File: src/rtl/frogger_pkg.sv
// frogger_pkg: screen bounds, start position, lane rows, FSM states and hop helper
package frogger_pkg;
  localparam logic signed [10:0] L_MIN   = 11'sd0;
  localparam logic signed [10:0] L_MAX   = 11'sd610;
  localparam logic signed [10:0] B_MIN   = 11'sd70;
  localparam logic signed [10:0] B_MAX   = 11'sd470;
  localparam logic signed [10:0] START_L = 11'sd305;
  localparam logic signed [10:0] START_B = 11'sd470;
  localparam logic signed [10:0] ANIM_PX = 11'sd4;
  // Lane k bottom row sits at index k: 430, 350, 270, 190
  localparam logic [3:0][10:0] LANE_BOT = {11'd190, 11'd270, 11'd350, 11'd430};
  typedef enum logic [1:0] {S_IDLE, S_HOP, S_HIT, S_RESPAWN} state_t;
  // Advance cur by at most ANIM_PX toward tgt, landing exactly on tgt when close
  function automatic logic signed [10:0] step_toward(input logic signed [10:0] cur, input logic signed [10:0] tgt);
    logic signed [10:0] d;
    d = tgt - cur;
    return (d > ANIM_PX) ? cur + ANIM_PX : (d < -ANIM_PX) ? cur - ANIM_PX : tgt;
  endfunction
endpackage

File: src/rtl/btn_edge.sv
// btn_edge: two-flop synchroniser with a one-cycle rising-edge pulse
module btn_edge (
  input  logic clk_in,
  input  logic reset_in,
  input  logic i_btn,
  output logic o_rise
);
  logic r_meta, r_sync, r_prev;
  // Shift the raw level through the synchroniser and keep the previous synced level
  always_ff @(posedge clk_in)
    if (reset_in) {r_meta, r_sync, r_prev} <= 3'b000;
    else {r_meta, r_sync, r_prev} <= {i_btn, r_meta, r_sync};
  assign o_rise = r_sync & ~r_prev;
endmodule

File: src/rtl/frog_ctrl.sv
// frog_ctrl: frog position FSM with hop, collision and respawn (FROG_HOP_ANIM_EN animates hops)
module frog_ctrl
  import frogger_pkg::*;
#(
  parameter int STEP    = 40,
  parameter int FROG_SZ = 30,
  parameter int CAR_W   = 60
) (
  input  logic       clk_in,
  input  logic       reset_in,
  input  logic       tick_in,
  input  logic       btn_up,
  input  logic       btn_down,
  input  logic       btn_left,
  input  logic       btn_right,
  input  logic       respawn_n_in,
  input  logic [9:0] car_x0,
  input  logic [9:0] car_x1,
  input  logic [9:0] car_x2,
  input  logic [9:0] car_x3,
  output logic [9:0] frogL,
  output logic [8:0] frogT,
  output logic [9:0] frogR,
  output logic [8:0] frogB,
  output logic       collision_o,
  output logic       hop_busy
);
  localparam logic signed [10:0] C_STEP = 11'(STEP);
  state_t r_state;
  logic [9:0] r_l, r_tl;
  logic [8:0] r_b, r_tb;
  logic r_col;
  logic w_up, w_dn, w_lf, w_rt, w_go, w_hit, w_done;
  logic signed [10:0] w_l, w_b, w_tl, w_tb, w_mv_up, w_mv_dn, w_mv_lf, w_mv_rt, w_go_l, w_go_b, w_nl, w_nb;
  logic [3:0][9:0] w_car;
  btn_edge u_up (.clk_in(clk_in), .reset_in(reset_in), .i_btn(btn_up),    .o_rise(w_up));
  btn_edge u_dn (.clk_in(clk_in), .reset_in(reset_in), .i_btn(btn_down),  .o_rise(w_dn));
  btn_edge u_lf (.clk_in(clk_in), .reset_in(reset_in), .i_btn(btn_left),  .o_rise(w_lf));
  btn_edge u_rt (.clk_in(clk_in), .reset_in(reset_in), .i_btn(btn_right), .o_rise(w_rt));
  assign w_car   = {car_x3, car_x2, car_x1, car_x0};
  assign w_l     = $signed({1'b0, r_l});
  assign w_b     = $signed({2'b0, r_b});
  assign w_tl    = $signed({1'b0, r_tl});
  assign w_tb    = $signed({2'b0, r_tb});
  assign w_mv_up = w_b - C_STEP;
  assign w_mv_dn = w_b + C_STEP;
  assign w_mv_lf = w_l - C_STEP;
  assign w_mv_rt = w_l + C_STEP;
  // Only the highest-priority edge is considered; if its move leaves the screen it is dropped
  assign w_go    = w_up ? (w_mv_up >= B_MIN) : w_dn ? (w_mv_dn <= B_MAX) :
                   w_lf ? (w_mv_lf >= L_MIN) : (w_rt && (w_mv_rt <= L_MAX));
  assign w_go_l  = (w_up | w_dn) ? w_l : w_lf ? w_mv_lf : w_mv_rt;
  assign w_go_b  = w_up ? w_mv_up : w_dn ? w_mv_dn : w_b;
`ifdef FROG_HOP_ANIM_EN
  assign w_nl    = step_toward(w_l, w_tl);
  assign w_nb    = step_toward(w_b, w_tb);
`else
  assign w_nl    = w_tl;
  assign w_nb    = w_tb;
`endif
  assign w_done  = (w_nl == w_tl) && (w_nb == w_tb);
  // Hit when the frog sits on a lane bottom row and its span overlaps that lane's car
  always_comb begin
    w_hit = 1'b0;
    for (int k = 0; k < 4; k++)
      w_hit = w_hit | (({2'b0, r_b} == LANE_BOT[k]) &&
                       ({1'b0, r_l} < {1'b0, w_car[k]} + 11'(CAR_W)) &&
                       ({1'b0, w_car[k]} < {1'b0, r_l} + 11'(FROG_SZ)));
  end
  // Movement FSM: respawn overrides everything except reset
  always_ff @(posedge clk_in)
    if (reset_in || !respawn_n_in) begin
      r_state <= reset_in ? S_IDLE : S_RESPAWN;
      r_l     <= 10'(START_L);
      r_b     <= 9'(START_B);
      r_tl    <= 10'(START_L);
      r_tb    <= 9'(START_B);
      r_col   <= 1'b0;
    end else
      case (r_state)
        S_IDLE:
          if (w_hit) begin
            r_state <= S_HIT;
            r_col   <= 1'b1;
          end else if (w_go) begin
            r_state <= S_HOP;
            r_tl    <= 10'(w_go_l);
            r_tb    <= 9'(w_go_b);
          end
        S_HOP:
          if (tick_in) begin
            r_l <= 10'(w_nl);
            r_b <= 9'(w_nb);
            if (w_done) r_state <= S_IDLE;
          end
        S_HIT: r_state <= S_HIT;
        default: r_state <= S_IDLE;
      endcase
  assign frogL       = r_l;
  assign frogB       = r_b;
  assign frogR       = r_l + 10'(FROG_SZ);
  assign frogT       = r_b - 9'(FROG_SZ);
  assign collision_o = r_col;
  assign hop_busy    = (r_state == S_HOP);
endmodule
File: config.mk
export PLATFORM = sky130hd
export DESIGN_NAME = frog_ctrl
export DESIGN_NICKNAME = d
export VERILOG_FILES = /design/src/rtl/frogger_pkg.sv /design/src/rtl/btn_edge.sv /design/src/rtl/frog_ctrl.sv
export SDC_FILE = /design/constraint.sdc
export NUM_CORES = 1
export LEC_CHECK = 0
export CORE_ASPECT_RATIO = 1.4
export CORE_UTILIZATION = 55
export CTS_CLUSTER_SIZE = 10
export DETAILED_ROUTE_END_ITERATION = 10
export MAX_ROUTING_LAYER = met4
export PLACE_DENSITY = 0.82
export SLEW_MARGIN = 20
export SYNTH_ARGS = -nofsm -noshare
export SYNTH_HDL_FRONTEND = slang
export SYNTH_SLANG_ARGS = --single-unit
export TNS_END_PERCENT = 20
File: constraint.sdc
create_clock -name clk_in -period 5.29 [get_ports clk_in]
set_input_delay 1.3225 -clock clk_in [delete_from_list [all_inputs] [get_ports clk_in]]
set_output_delay 1.3225 -clock clk_in [all_outputs]
set_load 0.01 [all_outputs]
# Word level (Yosys, flattened, before mapping)
# Index checks and enable logic that the tools add are counted.
[op_classes] n_addsub=11 n_lt_le_gt_ge=12 eq_ne=8 mux=13 bitwise_logic=13 n_reduce_logical=16
[op_table] operator="less-than comparator 10 x 11 -> 1 bit" count=8
[op_table] operator="adder 10 x 6 -> 11 bit (second input constant)" count=5
[op_table] operator="equality test 9 bit (second input constant)" count=3
[op_table] operator="two-way mux 10 bit" count=2
[op_table] operator="two-way mux 9 bit" count=2
[op_table] operator="adder 10 x 5 -> 11 bit (second input constant)" count=1
[op_table] operator=">= comparator 11 x 1 -> 1 bit (second input constant)" count=1
[op_table] operator="<= comparator 11 bit (second input constant)" count=1
[op_table] operator="subtractor 10 x 6 -> 11 bit (second input constant)" count=1
[op_table] operator="adder 10 x 5 -> 10 bit (second input constant)" count=1
[op_table] operator="adder 9 x 6 -> 10 bit (second input constant)" count=1
[op_table] operator=">= comparator 10 x 8 -> 1 bit (second input constant)" count=1
[op_table] operator="<= comparator 10 x 9 -> 1 bit (second input constant)" count=1
[op_table] operator="two-way mux 2 bit" count=5
[op_table] operator="subtractor 9 x 6 -> 10 bit (second input constant)" count=1
[op_table] operator="equality test 9 x 8 -> 1 bit (second input constant)" count=1
[op_table] operator="logical AND 1 bit" count=9
[op_table] operator="subtractor 9 x 5 -> 9 bit (second input constant)" count=1
[op_table] operator="one-hot mux 2 bit (3 select lines)" count=1
[op_table] operator="AND reduction 2 bit" count=3
[op_table] operator="NOT 1 bit" count=5
[op_table] operator="bitwise AND 1 bit" count=4
[op_table] operator="!= test 4 bit (second input constant)" count=1
[op_table] operator="OR 1 bit" count=4
[op_table] operator="other kinds (8)" count=10
[word_totals] reg_bits=53 output_inout_bits=40 word_cells=91

# Depth between registers and ports, before layout
[depth] ltp_word=10 depth_mapped=18 ltp_nobuf=15

# Hierarchy
# From an unflattened synthesis, not the netlist that was laid out.
[hier_totals] cells_unflattened=660 area_unflattened_um2=5230.0
[modules_own_cells] mod="frog_ctrl" n_inst=1 cells_per_inst=632 area_each_um2=4879.7
[modules_own_cells] mod="btn_edge" n_inst=4 cells_per_inst=7 area_each_um2=87.6

# Worst setup path after synthesis
# Ideal clock, no wire load.
[synth_path] kind="input -> register" start="input car_x1[2]" end="register r_state[0] (enable)" setup_ns=0.296 t_arrival_ns=4.224 required_time_ns=4.994 setup_slack_ns=0.771 stages=14 n_path_buf=1 path_cell_list="inv_1 -> ha_1 -> or3b_2 -> nand3_1 -> xor2_1 -> ha_1 -> a21o_1 -> a21o_1 -> a2111o_1 -> a31o_1 -> o311a_1 -> buf_6 -> a32oi_1 -> or3_1"
[synth_via] elab_chain_len=9 elab_cells_between_ends=10
[synth_rtl] element="start: declaration" line_no="frog_ctrl.sv:18" rtl="input logic [9:0] car_x1,"
[synth_rtl] element="adder 10 x 6 -> 11 bit" line_no="frog_ctrl.sv:67" rtl="({1'b0, r_l} < {1'b0, w_car[k]} + 11'(CAR_W)) &&"
[synth_rtl] element="less-than comparator 10 x 11 -> 1 bit" line_no="frog_ctrl.sv:67"
[synth_rtl] element="logical AND 1 bit" line_no="frog_ctrl.sv:66" rtl="w_hit = w_hit | (({2'b0, r_b} == LANE_BOT[k]) &&"
[synth_rtl] element="logical AND 1 bit (*)" line_no="frog_ctrl.sv:67"
[synth_rtl] element="OR 1 bit (*) (3 in a row)" line_no="frog_ctrl.sv:66"
[synth_rtl] element="!= test 4 bit (no source line) (*)"
[synth_rtl] element="AND reduction 2 bit (no source line) (*)"
[synth_rtl] element="end signal: assignment" line_no="frog_ctrl.sv:73" rtl="r_state <= reset_in ? S_IDLE : S_RESPAWN;"
[synth_rtl] element="end: declaration" line_no="frog_ctrl.sv:29" rtl="state_t r_state;"
# Every way passes the cells marked *; elsewhere a longest branch is shown, timed or not.
# A chain may end at the register's enable or synchronous reset.

# Worst setup path in the final report
[layout_path] start="input car_x1[2]" end="register r_tl[6]"
[layout_via] elab_chain_len=9 elab_cells_between_ends=10
[layout_rtl] element="adder 10 x 6 -> 11 bit" line_no="frog_ctrl.sv:67"
[layout_rtl] element="less-than comparator 10 x 11 -> 1 bit" line_no="frog_ctrl.sv:67"
[layout_rtl] element="logical AND 1 bit" line_no="frog_ctrl.sv:66"
[layout_rtl] element="logical AND 1 bit (*)" line_no="frog_ctrl.sv:67"
[layout_rtl] element="OR 1 bit (*) (3 in a row)" line_no="frog_ctrl.sv:66"
[layout_rtl] element="NOT 1 bit (no source line) (*)"
[layout_rtl] element="AND reduction 3 bit (no source line) (*)"
[layout_rtl] element="end signal: assignment" line_no="frog_ctrl.sv:76" rtl="r_tl <= 10'(START_L);"
[layout_rtl] element="end signal: assignment" line_no="frog_ctrl.sv:87" rtl="r_tl <= 10'(w_go_l);"
[layout_rtl] element="end: declaration" line_no="frog_ctrl.sv:30" rtl="logic [9:0] r_l, r_tl;"
# Marked as above.

==> metrics list <==
* Worst EP arrival: 5150 ps
* Routed Antenna Nets: 0
- CTS Buffer Depth: 2
* Internal portion of total power: between 0.7 and 0.8 mW
- The H-tree generated during clock tree synthesis spans 2 levels.
* Pre-antenna DRT Iters: 5
- Number of synthesis warnings: 0
* Cell types occupying the most area after synthesis: sky130_fd_sc_hd__dfxtp_1, sky130_fd_sc_hd__ha_1, sky130_fd_sc_hd__nand2_1
- The critical path crosses 14 cells after its start point.
* Cells along the critical path: clkdlybuf4s50_1 > inv_1 > ha_1 > or3b_2 > nand3_1 > xor2_1 > ha_1 > a21o_1 > a21o_1 > a2111o_1 > a31o_1 > o311ai_4 > nor2_1 > a211oi_1
- Derived from the worst setup path, the maximum achievable clock frequency is 201 MHz.
* Basic-gate share of the synthesized area counting and, or, nand and nor cells: 22.2%
* Number of CTS-inserted buffers: 5
* Overall routed net length: 15,400 um
* Max IR drop VDD: 0.000314 V
* Reg2Reg Depth: 12
- Metal1 wirelength: 6030 um
- The routed design uses 7810 um of met2 wire.
- Post-detailed-route via-to-cell ratio: 6.32
- Vias after detailed routing: 5,334
* Post-synthesis compound-gate area fraction: 22.8%
- Registers are responsible for 40.5% of the overall power.
* Largest family of logic cells by synthesized area: compound AO/OA/AOI/OAI gates
- Via count of the first global-routing pass: ~5,100
- For the final routed database, the setup TNS stands at 0 ps.
- Initial antenna violation count: 0
- Post-synth ARST share: 0%
* Net switching power figure: 0.315 mW
* Die boundary width: 85.0 um
* Clock tree from TritonCTS: built
- Startpoint types: input pin
- Final hold violation count: 0
* Layout filler cell count: 797
- After detailed placement, the design holds a cell count of 836.
- Slowest stage cell on the critical path: sky130_fd_sc_hd__o311ai_4
* Worst rel slew slack: 39.3%
- Area overhead of the layout relative to synthesis: 19.2%
* Maximum number of pins on one net before global-route repair: 23
- Clock Skews: 5.42 ps
- Dividing total power by cell area gives a power density of 168 nW/um^2.
- For the pin with the worst max-slew slack, the measured transition is 909 ps.
* Cell row count: 42
* Number of gates resized after cts: 0
- The first global-routing pass estimated approximately 25,000 um of wire.
- Final cycle utilization of the critical path: 93.8%
- Combinational power share: 27.8%
* Io pins: 88
- The number of hold buffers added after CTS was 0.
- After detailed routing, the met3 layer carries around 700 um of wire.
- After clock tree synthesis, the clock-pin slew on the worst setup and hold paths is ~70 ps.
* Leakage: 2.58 nW
* Element type at the critical path end: flop
- Counting flops and latches in the post-synthesis netlist gives 53.
- After detailed routing, the average wire length per cell comes to 18.3 um.
* Largest stage delay, worst path: 630 ps
- In the routed design, unresolved DRC markers number 0.
- The share of total power dissipated in the clock network is a little under a third.
- Final critical path time including I/O delays and setup: 4960 ps
- Post-synthesis instance area: 5310 um^2
- Once the floorplan was initialized, standard cells occupied 56.4% of the core.
* Dominant cell by count in the synthesized netlist: sky130_fd_sc_hd__ha_1
- Count of final max-slew check failures: 0
* Total global-route track usage: about a third
- Multiplexer cells account for less than 1% of the synthesized area.
- By count the netlist is led by sky130_fd_sc_hd__ha_1, sky130_fd_sc_hd__nand2_1, sky130_fd_sc_hd__dfxtp_1.
- Clock Sink Count: 53
- The HPWL after detailed placement is approximately 12,000 um.
- The first routing iteration left 326 violations.
- The congestion estimate from routability-driven global placement came to 0.934.
- In this run the worst path has a maximum fanout of 15.
* Type of the tightest min-delay check: reg -> reg
* Hold path depth: 1
* Synthesized area divided by synthesized cell count: 7.96 um^2
- The share of the Yosys chip area taken by registers is 20.4%.
* Ant diodes: 0
- For the worst setup path, the data required time is 5480 ps.
* Top layer reached by signal wires: met4
* Fraction of the mapped netlist area in adder cells: 19.1%
- Count of non-filler cells in the finished layout: 844
* Status: finished, final reports clean
* Fraction of post-synthesis cell area in the top cell type by area: 19.2%
- From bottom edge to top edge, the die measures approximately 120 um.
- Remaining global-route overflow: 0
- Fraction of power spent switching nets: 29.5%
- Post-synth EDFFs: 2
- The number of different library cells used by synthesis comes to 75.
* Number of buffer cells added on primary ports: 87
* Worst path buffer plus inverter count: 2
- Syn_nets: 796
- The die covers 10,100 um^2.
- NumNets Final: 862
* Insertion delay to the later sink of the worst-skew pair: just under 300 ps
* Count of buffers added by post-CTS timing repair for setup: 0
- Cell type contributing the most total cell area after synthesis: sky130_fd_sc_hd__dfxtp_1
* CP delay by family, top: compound AO/OA/AOI/OAI gates
* Post-Syn Instances: 667
* Total core area: around 9400 um^2
- Number of maximum-capacitance violations: 0
- Setup repair after global routing left no endpoint under its margin.
* Fraction of layout cells with a size suffix above 1: 4.63%
- Critical path class: in -> reg
* Flip-flop cell with the highest count after synthesis: sky130_fd_sc_hd__dfxtp_1
* Xor/xnor cell area share of the yosys netlist: 8.56%
- Finish-stage setup viols: 0
* Clock tree root buffer cell: sky130_fd_sc_hd__clkbuf_16
-- worst reg2reg max path, delay by kind of cell, from the launching register on --
family | cells | cell delay [ps]
DFF | 1 | 920
buffers and inverters | 1 | 230
adders and majority gates | 1 | 330
AOI/OAI and AO/OA | 6 | 1780
and+or+nand+nor | 3 | 410
xor gates and xnor gates | 1 | 340
-- kinds of logic (layout without fill, tap and decap cells) --
logic type | Yosys count | in the layout
simple gates | 229 | 229
compound gates | 177 | 177
fa+ha+maj | 81 | 81
buf+inv | 75 | 142
flops | 53 | 53
xor+xnor | 51 | 51
mux | 1 | 1
-- metal layers --
layer | up-vias | GRT usage [%]
li1 | 2566 | -
met1 | 2517 | 35.3
met4 | 0 | 17.1
met5 | - | -
met3 | 63 | 3.21
met2 | 188 | 54.6
-- worst paths after layout --
check / slack, ps / start / endpoint
worst max-delay path: 330 / car_x1[2] / r_tl[6]$_SDFFE_PN0P_
worst min register to register: 440 / u_dn.r_meta$_SDFF_PP0_ / u_dn.r_sync$_SDFF_PP0_
worst min-delay path: 440 / u_dn.r_meta$_SDFF_PP0_ / u_dn.r_sync$_SDFF_PP0_
worst max register to register: 1190 / frogL[5]$_SDFFE_PN1P_ / r_tl[6]$_SDFFE_PN0P_
-- state kept, by name, summed over array words and instances (netlist names), 2 cells and up --
register	count
frogB	9
frogL	10
r_state	2
r_tb	9
r_tl	10
-- metrics by stage --
stage | area [um^2] | hold slack (ps) | util (%) | power (mW) | setup WS (ps)
after floorplan | 5310 | 414 | - | 0.616 | 771
after global placement | 6170 | 418 | 65.6 | 0.720 | 195
after detailed placement | 6170 | 433 | 65.6 | 0.732 | 96.9
after CTS | 6330 | 448 | 67.3 | 1.06 | 367
after global routing | 6330 | 457 | 67.3 | 1.12 | 111
final | 6330 | 440 | 67.3 | 1.07 | 327
-- power by group through the flow --
stage / clock (mW) / combinational (mW) / sequential, mW
floorplan: 0 / 0.184 / 0.432
global placement: 0 / 0.280 / 0.439
detailed placement: 0 / 0.292 / 0.440
CTS: 0.339 / 0.294 / 0.431
global route: 0.356 / 0.328 / 0.433
finish: 0.338 / 0.297 / 0.432
-- cells in the final DEF, fill, tap and decap left out, types with 5 or more instances in the layout --
cell | netlist | final
sky130_fd_sc_hd__nand3_1 | 35 | 35
sky130_fd_sc_hd__xor2_1 | 20 | 20
sky130_fd_sc_hd__o31ai_1 | 5 | 5
sky130_fd_sc_hd__xnor2_1 | 30 | 30
sky130_fd_sc_hd__a31oi_1 | 7 | 7
sky130_fd_sc_hd__nand2b_1 | 11 | 11
sky130_fd_sc_hd__ha_1 | 81 | 81
sky130_fd_sc_hd__clkbuf_16 | 0 | 5
sky130_fd_sc_hd__nor2_1 | 27 | 27
sky130_fd_sc_hd__nor3_1 | 14 | 14
sky130_fd_sc_hd__or3_1 | 5 | 5
sky130_fd_sc_hd__a21oi_1 | 46 | 46
sky130_fd_sc_hd__inv_1 | 36 | 36
sky130_fd_sc_hd__a211oi_1 | 13 | 13
sky130_fd_sc_hd__o21ai_0 | 41 | 41
sky130_fd_sc_hd__nand2_1 | 72 | 72
sky130_fd_sc_hd__buf_4 | 9 | 11
sky130_fd_sc_hd__nor2b_1 | 25 | 25
sky130_fd_sc_hd__dfxtp_1 | 51 | 51
sky130_fd_sc_hd__clkdlybuf4s50_1 | 0 | 87
sky130_fd_sc_hd__a21o_1 | 9 | 9
sky130_fd_sc_hd__o211ai_1 | 14 | 14
sky130_fd_sc_hd__and3_1 | 8 | 8
sky130_fd_sc_hd__nand4_1 | 8 | 8
-- final cells by class --
| cell class | instances | area, um^2 | area share (%) |
|---|---|---|---|
| Clock buffer | 7 | 153 | 2.41 |
| Inverter | 36 | 135 | 2.13 |
| Tap cell | 110 | 138 | 2.17 |
| Multi-Input combinational cell | 539 | 3860 | 61.1 |
| Clock inverter | 1 | 5.00 | 0.0791 |
| Timing Repair Buffer | 98 | 953 | 15.1 |
| Sequential cell | 53 | 1080 | 17.1 |
No activity file was read; power rests on OpenSTA's default activity.
